`src/rtl/arcade_video_front_pkg.sv`:
```
// Shared definitions for the arcade video front end: legal packed-colour
// widths and the packed-to-8-bit-per-channel colour expansion.
package arcade_video_front_pkg;

    localparam int unsigned DW_2R2G2B = 6;
    localparam int unsigned DW_3R3G2B = 8;
    localparam int unsigned DW_3R3G3B = 9;
    localparam int unsigned DW_4R4G4B = 12;
    localparam int unsigned DW_8R8G8B = 24;

    function automatic logic dw_legal(input int unsigned dw);
        return (dw == DW_2R2G2B) || (dw == DW_3R3G2B) || (dw == DW_3R3G3B) ||
               (dw == DW_4R4G4B) || (dw == DW_8R8G8B);
    endfunction

    // rgb holds the packed pixel right-aligned; returns {R, G, B}.
    function automatic logic [23:0] expand_rgb(input logic [23:0] rgb, input int unsigned dw);
        logic [7:0] r;
        logic [7:0] g;
        logic [7:0] b;
        r = rgb[23:16];
        g = rgb[15:8];
        b = rgb[7:0];
        case (dw)
            DW_2R2G2B: begin
                r = {4{rgb[5:4]}};
                g = {4{rgb[3:2]}};
                b = {4{rgb[1:0]}};
            end
            DW_3R3G2B: begin
                r = {rgb[7:5], rgb[7:5], rgb[7:6]};
                g = {rgb[4:2], rgb[4:2], rgb[4:3]};
                b = {4{rgb[1:0]}};
            end
            DW_3R3G3B: begin
                r = {rgb[8:6], rgb[8:6], rgb[8:7]};
                g = {rgb[5:3], rgb[5:3], rgb[5:4]};
                b = {rgb[2:0], rgb[2:0], rgb[2:1]};
            end
            DW_4R4G4B: begin
                r = {rgb[11:8], rgb[11:8]};
                g = {rgb[7:4], rgb[7:4]};
                b = {rgb[3:0], rgb[3:0]};
            end
            default: begin
                r = rgb[23:16];
                g = rgb[15:8];
                b = rgb[7:0];
            end
        endcase
        // Narrow sources carry at most four significant bits per channel.
        if (dw != DW_8R8G8B) begin
            r = {r[7:4], r[7:4]};
            g = {g[7:4], g[7:4]};
            b = {b[7:4], b[7:4]};
        end
        return {r, g, b};
    endfunction

endpackage

```
`src/rtl/arcade_video_front_if.sv`:
```
// Raw core video in, VGA-style pixel stream and scaler controls out.
// CE_PIXEL is a one-cycle strobe marking valid VGA_* outputs; there is no
// ready/back-pressure, the sink must accept every strobe.
interface arcade_video_front_if #(parameter int DW = 8);

    logic          ce_pix;
    logic [DW-1:0] RGB_in;
    logic          HBlank;
    logic          VBlank;
    logic          HSync;
    logic          VSync;
    logic [2:0]    fx;
    logic          forced_scandoubler;

    logic          CE_PIXEL;
    logic [7:0]    VGA_R;
    logic [7:0]    VGA_G;
    logic [7:0]    VGA_B;
    logic          VGA_HS;
    logic          VGA_VS;
    logic          VGA_DE;
    logic [1:0]    VGA_SL;
    logic          SCANDOUBLER;

    modport slave (
        input  ce_pix, RGB_in, HBlank, VBlank, HSync, VSync, fx, forced_scandoubler,
        output CE_PIXEL, VGA_R, VGA_G, VGA_B, VGA_HS, VGA_VS, VGA_DE, VGA_SL, SCANDOUBLER
    );

    modport master (
        output ce_pix, RGB_in, HBlank, VBlank, HSync, VSync, fx, forced_scandoubler,
        input  CE_PIXEL, VGA_R, VGA_G, VGA_B, VGA_HS, VGA_VS, VGA_DE, VGA_SL, SCANDOUBLER
    );

endinterface

```
`src/rtl/arcade_video_front_sync_fix.sv`:
```
// Sync polarity normaliser: measures high and low times of the sync and
// inverts it when the high time is the longer one.
module sync_fix #(
    parameter int CNT_W = 16
) (
    input  logic clk_video,
    input  logic rst,
    input  logic sync_in,
    output logic sync_out
);

    logic             r_s1;
    logic             r_s2;
    logic [CNT_W-1:0] r_cnt;
    logic [CNT_W-1:0] r_pos;
    logic [CNT_W-1:0] r_neg;
    logic             r_pol;

    always_ff @(posedge clk_video or posedge rst) begin
        if (rst) begin
            r_s1  <= 1'b0;
            r_s2  <= 1'b0;
            r_cnt <= '0;
            r_pos <= '0;
            r_neg <= '0;
            r_pol <= 1'b0;
        end else begin
            r_s1 <= sync_in;
            r_s2 <= r_s1;
            if (r_s1 != r_s2) begin
                r_cnt <= '0;
            end else if (r_cnt != '1) begin
                r_cnt <= r_cnt + 1'b1;
            end
            if (r_s2 && !r_s1) begin
                r_pos <= r_cnt;
            end
            if (!r_s2 && r_s1) begin
                r_neg <= r_cnt;
            end
            r_pol <= (r_pos > r_neg);
        end
    end

    assign sync_out = sync_in ^ r_pol;

endmodule

```
`src/rtl/arcade_video_front.sv`:
```
// Arcade video front end: sync normalisation, pixel capture on ce_pix rise,
// colour expansion and blank-gated VGA-style output registers.
module arcade_video_front
    import arcade_video_front_pkg::*;
#(
    parameter int DW    = 8,
    parameter int CNT_W = 16
) (
    input  logic                  clk_video,
    input  logic                  rst,
    arcade_video_front_if.slave   vid
);

    logic          w_hs_fix;
    logic          w_vs_fix;
    logic          w_ce_rise;
    logic          w_de;
    logic [23:0]   w_exp;

    logic          r_old_ce;
    logic          r_ce;
    logic          r_hs;
    logic          r_vs;
    logic          r_hbl;
    logic          r_vbl;
    logic [DW-1:0] r_rgb_fix;

    sync_fix #(.CNT_W(CNT_W)) u_hs_fix (
        .clk_video (clk_video),
        .rst       (rst),
        .sync_in   (vid.HSync),
        .sync_out  (w_hs_fix)
    );

    sync_fix #(.CNT_W(CNT_W)) u_vs_fix (
        .clk_video (clk_video),
        .rst       (rst),
        .sync_in   (vid.VSync),
        .sync_out  (w_vs_fix)
    );

    assign w_ce_rise = !r_old_ce && vid.ce_pix;

    // VS moves only on an HS rise and VBL only at the end of HBlank, so
    // vertical timing changes always land on a line boundary.
    always_ff @(posedge clk_video or posedge rst) begin
        if (rst) begin
            r_old_ce  <= 1'b0;
            r_ce      <= 1'b0;
            r_hs      <= 1'b0;
            r_vs      <= 1'b0;
            r_hbl     <= 1'b0;
            r_vbl     <= 1'b0;
            r_rgb_fix <= '0;
        end else begin
            r_old_ce <= vid.ce_pix;
            r_ce     <= 1'b0;
            if (w_ce_rise) begin
                r_ce      <= 1'b1;
                r_hs      <= w_hs_fix;
                r_rgb_fix <= vid.RGB_in;
                r_hbl     <= vid.HBlank;
                if (!r_hs && w_hs_fix) begin
                    r_vs <= w_vs_fix;
                end
                if (r_hbl && !vid.HBlank) begin
                    r_vbl <= vid.VBlank;
                end
            end
        end
    end

    assign w_de  = !(r_hbl || r_vbl);
    assign w_exp = expand_rgb(24'(r_rgb_fix), DW);

    always_ff @(posedge clk_video or posedge rst) begin
        if (rst) begin
            vid.CE_PIXEL <= 1'b0;
            vid.VGA_HS   <= 1'b0;
            vid.VGA_VS   <= 1'b0;
            vid.VGA_DE   <= 1'b0;
            vid.VGA_R    <= 8'd0;
            vid.VGA_G    <= 8'd0;
            vid.VGA_B    <= 8'd0;
        end else begin
            vid.CE_PIXEL <= r_ce;
            if (r_ce) begin
                vid.VGA_HS <= r_hs;
                vid.VGA_VS <= r_vs;
                vid.VGA_DE <= w_de;
                vid.VGA_R  <= w_de ? w_exp[23:16] : 8'd0;
                vid.VGA_G  <= w_de ? w_exp[15:8]  : 8'd0;
                vid.VGA_B  <= w_de ? w_exp[7:0]   : 8'd0;
            end
        end
    end

    assign vid.VGA_SL      = (vid.fx != 3'd0) ? (vid.fx[1:0] - 2'd1) : 2'd0;
    assign vid.SCANDOUBLER = (vid.fx != 3'd0) || vid.forced_scandoubler;

endmodule

```
`src/flat_wrapper.sv`:
```
// flat-port wrapper written by rule: the top's interface ports become plain ports
module arcade_video_front_flat import arcade_video_front_pkg::*;
#(
    parameter int DW    = 8,
    parameter int CNT_W = 16
)
  (clk_video, rst, vid_ce_pix, vid_RGB_in, vid_HBlank, vid_VBlank, vid_HSync, vid_VSync, vid_fx, vid_forced_scandoubler, vid_CE_PIXEL, vid_VGA_R, vid_VGA_G, vid_VGA_B, vid_VGA_HS, vid_VGA_VS, vid_VGA_DE, vid_VGA_SL, vid_SCANDOUBLER);
  arcade_video_front_if #(.DW(DW)) vid_i ();
  input  logic clk_video;
  input  logic rst;
  input wire logic [$bits(vid_i.ce_pix)-1:0] vid_ce_pix;
  input wire logic [$bits(vid_i.RGB_in)-1:0] vid_RGB_in;
  input wire logic [$bits(vid_i.HBlank)-1:0] vid_HBlank;
  input wire logic [$bits(vid_i.VBlank)-1:0] vid_VBlank;
  input wire logic [$bits(vid_i.HSync)-1:0] vid_HSync;
  input wire logic [$bits(vid_i.VSync)-1:0] vid_VSync;
  input wire logic [$bits(vid_i.fx)-1:0] vid_fx;
  input wire logic [$bits(vid_i.forced_scandoubler)-1:0] vid_forced_scandoubler;
  output wire logic [$bits(vid_i.CE_PIXEL)-1:0] vid_CE_PIXEL;
  output wire logic [$bits(vid_i.VGA_R)-1:0] vid_VGA_R;
  output wire logic [$bits(vid_i.VGA_G)-1:0] vid_VGA_G;
  output wire logic [$bits(vid_i.VGA_B)-1:0] vid_VGA_B;
  output wire logic [$bits(vid_i.VGA_HS)-1:0] vid_VGA_HS;
  output wire logic [$bits(vid_i.VGA_VS)-1:0] vid_VGA_VS;
  output wire logic [$bits(vid_i.VGA_DE)-1:0] vid_VGA_DE;
  output wire logic [$bits(vid_i.VGA_SL)-1:0] vid_VGA_SL;
  output wire logic [$bits(vid_i.SCANDOUBLER)-1:0] vid_SCANDOUBLER;
  assign vid_i.ce_pix = vid_ce_pix;
  assign vid_i.RGB_in = vid_RGB_in;
  assign vid_i.HBlank = vid_HBlank;
  assign vid_i.VBlank = vid_VBlank;
  assign vid_i.HSync = vid_HSync;
  assign vid_i.VSync = vid_VSync;
  assign vid_i.fx = vid_fx;
  assign vid_i.forced_scandoubler = vid_forced_scandoubler;
  assign vid_CE_PIXEL = vid_i.CE_PIXEL;
  assign vid_VGA_R = vid_i.VGA_R;
  assign vid_VGA_G = vid_i.VGA_G;
  assign vid_VGA_B = vid_i.VGA_B;
  assign vid_VGA_HS = vid_i.VGA_HS;
  assign vid_VGA_VS = vid_i.VGA_VS;
  assign vid_VGA_DE = vid_i.VGA_DE;
  assign vid_VGA_SL = vid_i.VGA_SL;
  assign vid_SCANDOUBLER = vid_i.SCANDOUBLER;
  arcade_video_front #(.DW(DW), .CNT_W(CNT_W)) u_core (.clk_video(clk_video), .rst(rst), .vid(vid_i));
endmodule
```
`config.mk`:
```
export PLATFORM = sky130hd
export DESIGN_NAME = arcade_video_front_flat
export DESIGN_NICKNAME = d
export VERILOG_FILES = /design/src/rtl/arcade_video_front_pkg.sv /design/src/rtl/arcade_video_front_if.sv /design/src/rtl/arcade_video_front_sync_fix.sv /design/src/rtl/arcade_video_front.sv /design/src/flat_wrapper.sv
export SDC_FILE = /design/constraint.sdc
export NUM_CORES = 1
export LEC_CHECK = 0
export BUFFER_PORTS_ARGS = -buffer_cell sky130_fd_sc_hd__buf_2
export CORE_UTILIZATION = 64
export CTS_BUF_LIST = sky130_fd_sc_hd__clkbuf_4 sky130_fd_sc_hd__clkbuf_8 sky130_fd_sc_hd__clkbuf_16
export CTS_CLUSTER_DIAMETER = 60
export DETAILED_ROUTE_END_ITERATION = 7
export PLACE_DENSITY = 0.84
export SYNTH_ARGS = -nofsm -noshare
export SYNTH_HDL_FRONTEND = slang
export SYNTH_SLANG_ARGS = --single-unit
```
`constraint.sdc`:
```
create_clock -name clk_video -period 8.9 [get_ports clk_video]
set_clock_uncertainty 0.05 [all_clocks]
set_input_delay 2.225 -clock clk_video [delete_from_list [all_inputs] [get_ports clk_video]]
set_output_delay 2.225 -clock clk_video [all_outputs]
set_load 0.01 [all_outputs]
```
-- Yosys cells after proc, flatten, opt, wreduce, memory -nomap -nowiden
Index checks and enable logic that the tools add are counted.
- add/subtract/negate cells: 3
- $lt $le $gt $ge: 2
- equality and inequality tests: 4
- multiplexer cells: 9
- bitwise operators: 2
- reductions and logical operators: 22
- operator list (kind ; count):
    two-way mux 16 bit ; 4
    adder 16 x 1 -> 16 bit, second input constant ; 2
    > comparator 16 bit ; 2
    inequality test 16 bit, second input constant ; 2
    two-way mux 8 bit ; 3
    logical NOT 1 bit ; 8
    logical AND 1 bit ; 7
    AND reduction 2 bit ; 2
    nonzero test 2 bit ; 2
    nonzero test 3 bit ; 1
    logical OR 1 bit ; 2
    two-way mux 2 bit ; 1
    inequality test 1 bit ; 2
    subtractor 2 x 1 -> 2 bit, second input constant ; 1
    bitwise XOR 1 bit ; 2
    two-way mux 1 bit ; 1
- register bits after elaboration: 144
- bits of input ports: 19
- word-level logic and storage cells: 68

-- Longest topological paths before layout
Gate-level depths: netlist (run 1).
- word-level depth: 3
- depth in mapped cells: 6
- gate-level depth less buffers: 6

-- Cells and area by module
A second synthesis (run 1) with hierarchy kept.
- cell total of the unflattened synthesis: 600
- area, all modules: 6311.1 um2
- by module, submodules not included (module ; instances ; cells an instance ; area an instance (um2) ; sequential area each (um2)):
    sync_fix ; 2 ; 251 ; 2563.7 ; 1276.2
    arcade_video_front ; 1 ; 98 ; 1183.6 ; 650.6

-- Worst setup path after synthesis (run 1)
Ideal clock, no wire load.
- kind: input -> output
- start: in vid_fx[1]
- end: out vid_VGA_SL[1]
- data arrival time: 2.444 ns
- data required time: 6.625 ns
- setup slack: 4.181 ns
- stages: 3
- path through: nor2_1 -> nand2_1 -> nand2_1
- longest elaborated chain between the ends: 2
- RTL lines (element ; line ; source):
    from (decl) ; flat_wrapper.sv:17 ; input wire logic [$bits(vid_i.fx)-1:0] vid_fx;
    subtractor 2 x 1 -> 2 bit or nonzero test 3 bit (tied branches) ; arcade_video_front.sv:98 ; assign vid.VGA_SL = (vid.fx != 3'd0) ? (vid.fx[1:0] - 2'd1) : 2'd0;
    two-way mux 2 bit * ; arcade_video_front.sv:98 ;
    to (decl) ; flat_wrapper.sv:26 ; output wire logic [$bits(vid_i.VGA_SL)-1:0] vid_VGA_SL;
Mark *: on every way between the ends. The rest lies on a longest branch, timed or not.

-- Worst setup path after layout (run 1)
- start: in vid_fx[1]
- end: out vid_SCANDOUBLER
- longest elaborated chain between the ends: 2
- RTL lines (element ; line ; source):
    nonzero test 3 bit ; arcade_video_front.sv:99 ; assign vid.SCANDOUBLER = (vid.fx != 3'd0) || vid.forced_scandoubler;
    logical OR 1 bit ; arcade_video_front.sv:99 ;
    to (decl) ; flat_wrapper.sv:27 ; output wire logic [$bits(vid_i.SCANDOUBLER)-1:0] vid_SCANDOUBLER;
No other way between the ends.

==> results of run 1 <==
[power groups by stage]
stage | Combinational [µW] | Clock (µW) | Sequential, µW
6_report | 169 | 764 | 657
5_1_grt | 187 | 799 | 663
4_1_cts | 170 | 769 | 657
3_5_place_dp | 163 | 0 | 667
3_3_place_gp | 157 | 0 | 663
2_1_floorplan | 121 | 0 | 664
[registers in the layout (all words and copies together), names as in the netlist, 2 cells and up]
register / cells
u_core.vid.VGA_G: 3
u_core.u_vs_fix.r_pos: 16
u_core.vid.VGA_B: 2
u_core.u_hs_fix.r_neg: 16
u_core.u_hs_fix.r_pos: 16
u_core.u_vs_fix.r_cnt: 16
u_core.u_hs_fix.r_cnt: 16
u_core.r_rgb_fix: 8
u_core.u_vs_fix.r_neg: 16
u_core.vid.VGA_R: 3
[worst min-delay path by stage]
stage / start / to / slack (ns) / cells after the start
global route: u_core.u_vs_fix.r_s1$_DFF_PP0_ / u_core.u_vs_fix.r_s2$_DFF_PP0_ / 0.38 / 0
floorplan: u_core.u_hs_fix.r_s1$_DFF_PP0_ / u_core.u_hs_fix.r_s2$_DFF_PP0_ / 0.33 / 0
finish: u_core.u_vs_fix.r_s1$_DFF_PP0_ / u_core.u_vs_fix.r_s2$_DFF_PP0_ / 0.37 / 0
global placement: u_core.u_vs_fix.r_s1$_DFF_PP0_ / u_core.u_vs_fix.r_s2$_DFF_PP0_ / 0.34 / 0
CTS: u_core.u_vs_fix.r_s1$_DFF_PP0_ / u_core.u_vs_fix.r_s2$_DFF_PP0_ / 0.36 / 0
detailed placement: u_core.u_vs_fix.r_s1$_DFF_PP0_ / u_core.u_vs_fix.r_s2$_DFF_PP0_ / 0.35 / 0
[layer usage]
metal  GRT usage  routed length, µm  up-vias
li1            -                  -     2076
met1       0.367               5530     2272
met2       0.516               7080      195
met3      0.0675                790       33
met4       0.111                257        0
met5           0                  0        -
[kinds of logic (layout without fill, tap and decap cells)]
kind of cell / count (synthesis) / in the layout / synth area share
AOI/OAI and AO/OA: 111 / 111 / 0.110
xor gates and xnor gates: 7 / 7 / 0.00997
adders and majority gates: 38 / 38 / 0.0773
buffers and inverters: 80 / 129 / 0.0610
DFF: 128 / 128 / 0.521
muxes: 51 / 51 / 0.0920
and+or+nand+nor: 156 / 156 / 0.129
[layout make-up]
cell class	count	share of cell area
Clock inverter	14	0.0322
Inverter	46	0.0249
Multi-Input combinational cell	363	0.366
Timing Repair Buffer	51	0.0370
Clock buffer	18	0.0609
Tap cell	129	0.0230
Sequential cell	128	0.456
[layout by cell type, fill, tap and decap left out, types with 4 or more instances in the layout]
master,n
nand2b_1,6
o31ai_1,4
bufinv_16,5
o21ai_0,47
mux2_2,44
inv_6,4
nand3_1,14
a21oi_1,26
nand2_1,57
a22o_1,8
nor2_1,20
inv_1,44
mux2i_1,7
or3_1,5
xor2_1,5
and3_1,9
buf_2,49
ha_1,38
nand4_1,10
dfrtp_1,128
clkbuf_16,16
a21o_1,4
nor3_1,12
and2_1,6
[stage by stage]
| stage | instance area [µm²] | hold slack (ns) | cells | total power, µW |
|---|---|---|---|---|
| 6_report | 7030 | 0.368 | 749 | 1590 |
| 5_1_grt | 7030 | 0.382 | 749 | 1650 |
| 4_1_cts | 7030 | 0.365 | 749 | 1600 |
| 3_5_place_dp | 6370 | 0.353 | 717 | 830 |
| 3_3_place_gp | 6370 | 0.336 | 717 | 820 |
| 2_1_floorplan | 6150 | 0.330 | 571 | 785 |
==> flow_summary.json, run 1 <==
{
  "first_global_vias": 4710,
  "grt_pass1_wl_mm": 23.0,
  "synth-edff-count": 0,
  "dieWidth_um": 100,
  "route.vias.total": 4576,
  "gp_congestion": 0.870,
  "synth_cells": 571,
  "max_clock_freq_mhz": 201,
  "max_stage_delay_ns": 0.15,
  "yosys_warnings": 0,
  "rows": 35,
  "critPathMaxFanout": 3,
  "power_frac_seq": 0.413,
  "synth_common_cells": "dfrtp_1, nand2_1, o21ai_0",
  "grt.overflow.total": 0,
  "ctsHoldBuffers": 0,
  "clock_sink_count": 128,
  "cpMaxStageDelayCell": "nor2_1",
  "critPathKind": "input port to output pin",
  "maxSlewViolCount": 0,
  "path_depth": 4,
  "path_buf_inv": 2,
  "multi_input_area_um2": 2570,
  "dr.pass1.iters": 5,
  "ant_nets": 0,
  "wl_mm": 13.7,
  "rr_endpoint": "u_core.u_vs_fix.r_cnt[1]$_DFFE_PP0P_",
  "pwr_density_cell_nw_per_um2": 226,
  "cp_cell_sequence": "buf_2 -> nor2_1 -> nand2_1 -> buf_2",
  "htreeDepth": 4,
  "final.fill_count": 571,
  "cts_tree": "done",
  "synth_top_area_frac": 0.521,
  "swShare": 0.248,
  "drc_errors": 0,
  "clockPowerShare": 0.480,
  "dr.first_iter.drc_count": 405,
  "combinationalPowerShare": 0.106,
  "crit_end": "vid_SCANDOUBLER",
  "cp.required_ns": 6.63,
  "ys_seq_area_frac": 0.521,
  "yosys-top-cells-area": "dfrtp_1, mux2_2, ha_1, o21ai_0, nand2_1",
  "post_cts_resized": 0,
  "crit_path_end_kind": "output pin",
  "leakage_uw": 0.00339,
  "post-cts-setup-buffer-count": 0,
  "via_per_inst": 6.11,
  "fin_crit_sh": 0.559,
  "place_ws_ns": 3.92,
  "diodes": 0,
  "final_layout_size_suffix_gt1_frac": 0.215,
  "antenna_found_initial": 0,
  "numCtsBuffers": 17,
  "timing.final.hold_violations": 0,
  "chipHeight_um": 100,
  "cp_top_family": "buffers and inverters",
  "setup_ws_ns": 3.92,
  "dp_hpwl_mm": 8.22,
  "timing.rr.start": "u_core.u_vs_fix.r_cnt[1]$_DFFE_PP0P_",
  "yosys.cell_types.count": 48,
  "regArea_um2": 3200,
  "synthArstFlopShare": 1.00,
  "worst_slew_pin_slew_ns": 1.05,
  "yosysMostFrequentCell": "dfrtp_1",
  "yosys_most_used_dff": "dfrtp_1",
  "slew_headroom": 0.298,
  "p_int_uw": 1200,
  "rsz0062_at_grt": "no",
  "status": "finished clean",
  "cap_violations": 0,
  "fin_util": 0.757,
  "power.switching_uw": 394,
  "yosys.area.top_type": "dfrtp_1",
  "grt_max_degree": 75,
  "core_um2": 9280,
  "peakVddDrop_mv": 0.163,
  "worstRegToRegCells": 6,
  "numPortBuffers": 49,
  "arrival_ns": 2.70,
  "period_minus_slack_ns": 4.98,
  "reg2reg_slack_ns": 6.63,
  "clock_path_buffers": 2,
  "avgSynthCellArea_um2": 10.8,
  "clk_latency_ns": 0.52,
  "startpoint": "vid_fx[1]",
  "ys_seq_elements": 128,
  "grt_usage": 0.298,
  "tns_ns": 0,
  "netlist_area_um2": 6150,
  "crit_path_frequent_cell": "buf_2",
  "io_pins": 50,
  "clkSlewWorstSetupHoldPaths_ns": 0.06,
  "hold_path.class": "flop to flop",
  "nNetsFinal": 664,
  "crit_path_start_kind": "input port",
  "area_delta_synth_final_pct": 14.2,
  "wire_per_inst_um": 18.2,
  "start_util": 0.662,
  "synth_nets": 628,
  "die_area_um2": 10000,
  "finalSetupViolations": 0,
  "cts.root.buffer_cell": "clkbuf_8"
}
Power figures use the tool's default switching activity.
==> inputs of run 2 (changes only) <==
--- a/config.mk
+++ b/config.mk
@@ -6,11 +6,11 @@
 export NUM_CORES = 1
 export LEC_CHECK = 0
 export BUFFER_PORTS_ARGS = -buffer_cell sky130_fd_sc_hd__buf_2
-export CORE_UTILIZATION = 64
+export CORE_UTILIZATION = 54
 export CTS_BUF_LIST = sky130_fd_sc_hd__clkbuf_4 sky130_fd_sc_hd__clkbuf_8 sky130_fd_sc_hd__clkbuf_16
 export CTS_CLUSTER_DIAMETER = 60
 export DETAILED_ROUTE_END_ITERATION = 7
-export PLACE_DENSITY = 0.84
+export PLACE_DENSITY = 0.76
 export SYNTH_ARGS = -nofsm -noshare
 export SYNTH_HDL_FRONTEND = slang
 export SYNTH_SLANG_ARGS = --single-unit
==> constraint.sdc (replaced) <==
create_clock -name clk_video -period 4.3 [get_ports clk_video]
set_clock_uncertainty 0.05 [all_clocks]
set_input_delay 1.075 -clock clk_video [delete_from_list [all_inputs] [get_ports clk_video]]
set_output_delay 1.075 -clock clk_video [all_outputs]
set_load 0.01 [all_outputs]
==> run 2 against run 1 <==
  * Flip-flop and latch count stayed put
  * Cell count is 1.3% higher
  * Total power is 91% higher
  * Core utilization is 12 points lower
  * Sequential power is 110% higher
  * Sequential share of layout area is 0.46 points higher
  * Non-clock buffer count stayed put
  * Clock power is 75% higher
  * Critical path type unchanged
  * Largest cell class unchanged
==> flow_summary.json, run 2 (synthesized netlist as in run 1, its figures left out) <==
{
  "post_cts_resized": 0,
  "final.fill_count": 836,
  "rows": 38,
  "cts.root.buffer_cell": "clkbuf_16",
  "final_layout_size_suffix_gt1_frac": 0.213,
  "die_area_um2": 11800,
  "period_minus_slack_ns": 2.62,
  "hold_depth": 0,
  "fin_hold_ws_ns": 0.368,
  "setup_ws_ns": 1.68,
  "htreeDepth": 4,
  "status": "finished clean",
  "worst_slew_pin_slew_ns": 1.02,
  "rr_endpoint": "u_core.u_vs_fix.r_cnt[1]$_DFFE_PP0P_",
  "diodes": 0,
  "dp_hpwl_mm": 7.80,
  "post-place-cells": 728,
  "tns_ns": 0,
  "antenna_found_initial": 0,
  "wl_mm": 11.6,
  "grt_pass1_wl_mm": 19.6,
  "via_per_inst": 5.61,
  "maxSlewViolCount": 0,
  "clk_latency_ns": 0.42,
  "gp_congestion": 0.913,
  "reg2reg_slack_ns": 2.14,
  "cp.required_ns": 3.17,
  "power_uw": 3030,
  "grt_usage": 0.217,
  "grt_max_degree": 100,
  "crit_path_end_kind": "output pin",
  "io_pins": 50,
  "area_delta_synth_final_pct": 13.1,
  "chipHeight_um": 109,
  "worstRegToRegCells": 6,
  "final_cell_mix": "dfrtp_1, nand2_1, buf_2, o21ai_0",
  "fin_crit_sh": 0.610,
  "timing.rr.start": "u_core.u_vs_fix.r_cnt[0]$_DFFE_PP0P_",
  "dr.pass1.iters": 5,
  "route.vias.total": 4260,
  "cap_violations": 0,
  "pwr_density_cell_nw_per_um2": 436,
  "max_stage_delay_ns": 0.13,
  "cp_cell_sequence": "buf_2 -> nor2_1 -> nand2_1 -> buf_2",
  "clock_sink_count": 128,
  "drc_errors": 0,
  "first_global_vias": 4168,
  "hold_path.class": "flop to flop",
  "ant_nets": 0,
  "nNetsFinal": 664,
  "finalSetupViolations": 0,
  "ctsHoldBuffers": 0,
  "clkSlewWorstSetupHoldPaths_ns": 0.05,
  "numPortBuffers": 49,
  "rsz0062_at_grt": "no",
  "dr.first_iter.drc_count": 286,
  "hp-start": "u_core.u_hs_fix.r_s1$_DFF_PP0_",
  "max_clock_freq_mhz": 382,
  "arrival_ns": 1.50,
  "path_buf_inv": 2,
  "path_depth": 4,
  "crit_path_frequent_cell": "buf_2",
  "dieWidth_um": 109,
  "grt.overflow.total": 0,
  "wire_per_inst_um": 15.2,
  "layoutNonFillerInstCount": 759,
  "critPathMaxFanout": 3,
  "cts_tree": "done",
  "place_ws_ns": 1.67,
  "leakage_uw": 0.00334,
  "peakVddDrop_mv": 0.342,
  "core_um2": 11000,
  "cp_top_family": "buffers and inverters",
  "critPathKind": "input port to output pin",
  "cpMaxStageDelayCell": "buf_2",
  "clock_path_buffers": 2,
  "start_util": 0.560,
  "numCtsBuffers": 17,
  "layout_commonest_cell": "dfrtp_1",
  "hold_path_end": "u_core.u_hs_fix.r_s2$_DFF_PP0_",
  "slew_headroom": 0.318,
  "crit_path_start_kind": "input port",
  "post-cts-setup-buffer-count": 0,
  "timing.final.hold_violations": 0
}
## run 2: cell count changes in the layout (fill, tap and decap cells not counted)
cell and delta:
buf_12 +1, buf_4 -1, bufinv_16 -4, clkbuf_16 +1, clkbuf_4 +2, clkinv_2 +3, clkinv_4 -1, clkinvlp_4 +4
inv_4 -1, inv_6 -4, inv_8 -1
## run 2: how the worst max path moves through the flow
stage	start	endpoint	slack [ns]
5_1_grt	vid_fx[1]	vid_VGA_SL[1]	1.63
3_3_place_gp	vid_fx[1]	vid_SCANDOUBLER	1.68
4_1_cts	vid_fx[1]	vid_SCANDOUBLER	1.67
2_1_floorplan	rst	u_core.r_ce$_DFF_PP0_	1.59
6_report	vid_fx[1]	vid_SCANDOUBLER	1.68
3_5_place_dp	vid_fx[1]	vid_SCANDOUBLER	1.67
## run 2: per-stage QoR
stage,utilization,cell area (µm²)
floorplan,-,6150
global placement,0.583,6400
detailed placement,0.583,6400
CTS,0.633,6960
global route,0.633,6960
finish,0.633,6960
## run 2: layout make-up
cell class / instances / area (µm²) / share of cell area
clock buffers: 21 / 468 / 0.0673
multi-input cells: 363 / 2570 / 0.370
well taps: 140 / 175 / 0.0252
flip-flops and latches: 128 / 3200 / 0.461
inverters: 46 / 176 / 0.0254
clock inverters: 10 / 88.8 / 0.0128
repair buffers: 51 / 273 / 0.0392
## run 2: worst reg2reg max path: stages (launching register included)
cell     delay (ns)
dfrtp_1        0.41
ha_1           0.25
nand4_1        0.21
nor4_1         0.60
buf_4          0.27
mux2i_1        0.19
nor2_1         0.05
## run 2: report_power, final
group          switching [µW]  internal [µW]
Combinational             186            153
Clock                     511            828
Sequential               60.7           1300
## run 2: metal layers
metal  GRT usage  wire length (µm)  part of all wire
met5           0                 0                 0
met4      0.0763               162             0.014
met3      0.0669               479             0.041
met2       0.342              5470              0.47
met1       0.284              5450              0.47
==> inputs of run 3 (changes only) <==
--- a/config.mk
+++ b/config.mk
@@ -5,12 +5,13 @@
 export SDC_FILE = /design/constraint.sdc
 export NUM_CORES = 1
 export LEC_CHECK = 0
+export ABC_AREA = 1
 export BUFFER_PORTS_ARGS = -buffer_cell sky130_fd_sc_hd__buf_2
-export CORE_UTILIZATION = 54
+export CORE_UTILIZATION = 60
 export CTS_BUF_LIST = sky130_fd_sc_hd__clkbuf_4 sky130_fd_sc_hd__clkbuf_8 sky130_fd_sc_hd__clkbuf_16
 export CTS_CLUSTER_DIAMETER = 60
 export DETAILED_ROUTE_END_ITERATION = 7
-export PLACE_DENSITY = 0.76
+export PLACE_DENSITY = 0.8
 export SYNTH_ARGS = -nofsm -noshare
 export SYNTH_HDL_FRONTEND = slang
 export SYNTH_SLANG_ARGS = --single-unit
==> constraint.sdc (replaced) <==
create_clock -name clk_video -period 2.6 [get_ports clk_video]
set_clock_uncertainty 0.05 [all_clocks]
set_input_delay 0.65 -clock clk_video [delete_from_list [all_inputs] [get_ports clk_video]]
set_output_delay 0.65 -clock clk_video [all_outputs]
set_load 0.01 [all_outputs]
==> run 3 against run 2 <==
  * Cell count grew 22%
  * Core utilization increased by 7.6 points
  * Flip-flop and latch count unchanged
  * Synthesized cell count increased by 29%
  * Critical path type unchanged
  * Critical endpoint is now vid_VGA_SL[1]
==> flow_summary.json, run 3 <==
{
  "rsz0062_at_grt": "no",
  "hold_path.class": "input port to asynchronous set/reset pin",
  "max_clock_freq_mhz": 502,
  "cts.root.buffer_cell": "clkbuf_8",
  "layoutNonFillerInstCount": 928,
  "ys_seq_elements": 128,
  "peakVddDrop_mv": 0.634,
  "cp.required_ns": 1.90,
  "critPathMaxFanout": 3,
  "clkSlewWorstSetupHoldPaths_ns": 0.06,
  "core_um2": 10300,
  "final_cell_mix": "nand2_1, dfrtp_1, inv_1, nor2_1, o21ai_0",
  "final_layout_size_suffix_gt1_frac": 0.157,
  "post-cts-setup-buffer-count": 0,
  "dp_hpwl_mm": 8.93,
  "yosys_most_used_dff": "dfrtp_1",
  "max_stage_delay_ns": 0.31,
  "crit_path_frequent_cell": "buf_2",
  "antenna_found_initial": 0,
  "clock_path_buffers": 2,
  "status": "finished clean",
  "synth-edff-count": 0,
  "dr.pass1.iters": 5,
  "cpMaxStageDelayCell": "nor3_1",
  "power_uw": 5470,
  "wl_met1_mm": 5.70,
  "area_delta_synth_final_pct": 14.7,
  "worst_slew_pin_slew_ns": 0.685,
  "io_pins": 50,
  "final.fill_count": 756,
  "dr.first_iter.drc_count": 297,
  "clk_latency_ns": 0.53,
  "synth_nets": 794,
  "critPathKind": "input port to output pin",
  "synth_common_cells": "nand2_1, dfrtp_1, inv_1",
  "wire_per_inst_um": 14.7,
  "drc_errors": 0,
  "timing.final.hold_violations": 0,
  "synth_cells": 737,
  "wl_mm": 13.7,
  "yosys-top-cells-area": "dfrtp_1, nand2_1, ha_1, inv_1, o21ai_0",
  "leakage_uw": 0.00372,
  "chipHeight_um": 105,
  "synthArstFlopShare": 1.00,
  "ant_nets": 0,
  "fin_crit_sh": 0.766,
  "fin_hold_ws_ns": 0.0553,
  "dr_wl_met2_mm": 7.11,
  "netlist_area_um2": 6360,
  "rows": 37,
  "dieWidth_um": 105,
  "arrival_ns": 1.29,
  "routed.top_layer": "met4",
  "gp_congestion": 0.947,
  "nNetsFinal": 836,
  "yosysMostFrequentCell": "nand2_1",
  "ctsHoldBuffers": 0,
  "tns_ns": 0,
  "maxSlewViolCount": 0,
  "slew_headroom": 0.543,
  "crit_path_end_kind": "output pin",
  "numPortBuffers": 49,
  "yosys_warnings": 0,
  "crit_path_start_kind": "input port",
  "layout_commonest_cell": "nand2_1",
  "die_area_um2": 11000,
  "diodes": 0,
  "grt_max_degree": 63,
  "cap_violations": 0,
  "synth_top_area_frac": 0.504,
  "route.vias.total": 5050,
  "numCtsBuffers": 17,
  "start_util": 0.619,
  "wl_met3_um": 427,
  "pwr_density_cell_nw_per_um2": 750,
  "cts_tree": "done",
  "first_global_vias": 5039,
  "via_per_inst": 5.44,
  "ys_seq_area_frac": 0.504,
  "grt_usage": 0.267,
  "worstRegToRegCells": 5,
  "grt_pass1_wl_mm": 23.0,
  "yosys.area.top_type": "dfrtp_1",
  "cp_cell_sequence": "buf_2 -> nor3_1 -> nor2_1 -> buf_2",
  "htreeDepth": 4,
  "grt.overflow.total": 0,
  "finalSetupViolations": 0,
  "yosys.cell_types.count": 36,
  "period_minus_slack_ns": 1.99,
  "post-place-cells": 896,
  "post_cts_resized": 0,
  "avgSynthCellArea_um2": 8.63,
  "clock_sink_count": 128
}
-- run 3: cell types whose count changed in the layout (fill, tap and decap cells not counted), moves of 7 or more --
cell,change
and3_1,-9
a21oi_1,+17
a22o_1,-8
inv_1,+59
o22ai_1,+8
nor3_1,-7
mux2_2,-37
mux2i_1,-7
nand3_1,+29
nor2_1,+44
nand2_1,+103
-- run 3: routing by layer --
layer,vias to the layer above,global-route usage
met5,-,0
met4,0,0.139
met3,35,0.0530
met2,112,0.463
li1,2429,-
met1,2474,0.314
-- run 3: worst paths after layout --
kind / startpoint / endpoint / slack, ns
worst max-delay path: vid_fx[1] / vid_VGA_SL[1] / 0.61
worst min-delay path: rst / u_core.u_hs_fix.r_neg[1]$_DFFE_PP0P_ / 0.06
worst max register to register: u_core.u_hs_fix.r_s1$_DFF_PP0_ / u_core.u_hs_fix.r_pos[13]$_DFFE_PP0P_ / 0.83
worst min register to register: u_core.u_hs_fix.r_s1$_DFF_PP0_ / u_core.u_hs_fix.r_s2$_DFF_PP0_ / 0.37
max in group asynchronous: rst / u_core.vid.VGA_VS$_DFFE_PP0P_ / 1.83
min in group clk_video: vid_ce_pix / u_core.r_old_ce$_DFF_PP0_ / 0.19
-- run 3: metrics by stage --
| step | setup slack [ns] | utilization | area [µm²] |
|---|---|---|---|
| after global routing | 0.488 | 0.710 | 7290 |
| final | 0.607 | 0.710 | 7290 |
| after CTS | 0.587 | 0.710 | 7290 |
| after detailed placement | 0.594 | 0.649 | 6670 |
| after floorplan | 0.319 | - | 6360 |
| after global placement | 0.651 | 0.649 | 6670 |
-- run 3: logic make-up (layout without fill, tap and decap cells) --
kind of cell | Yosys count | after routing | share of synthesized area
simple gates | 300 | 300 | 0.210
fa+ha+maj | 38 | 38 | 0.0748
flops | 128 | 128 | 0.504
buf+inv | 146 | 201 | 0.0982
compound gates | 111 | 111 | 0.0911
mux | 7 | 7 | 0.0124
xor+xnor | 7 | 7 | 0.00964
-- run 3: power breakdown --
part | internal [µW] | total [µW] | switching (µW)
Clock | 1650 | 2500 | 854
Combinational | 274 | 683 | 408
Sequential | 2170 | 2290 | 119
Total | 4090 | 5470 | 1380
-- run 3: final cells by class --
type / instances / area (µm²) / area share
sequential: 128 / 3200 / 0.439
multi-input combinational: 463 / 2530 / 0.347
clock buffer: 22 / 470 / 0.0645
inverter: 111 / 425 / 0.0583
timing repair buffer: 58 / 338 / 0.0463
tap: 136 / 170 / 0.0233
clock inverter: 10 / 158 / 0.0216
-- run 3: critical path, delay by kind of cell --
family                 cells  cell delay (ns)
buffers and inverters      2             0.25
and+or+nand+nor            2             0.39
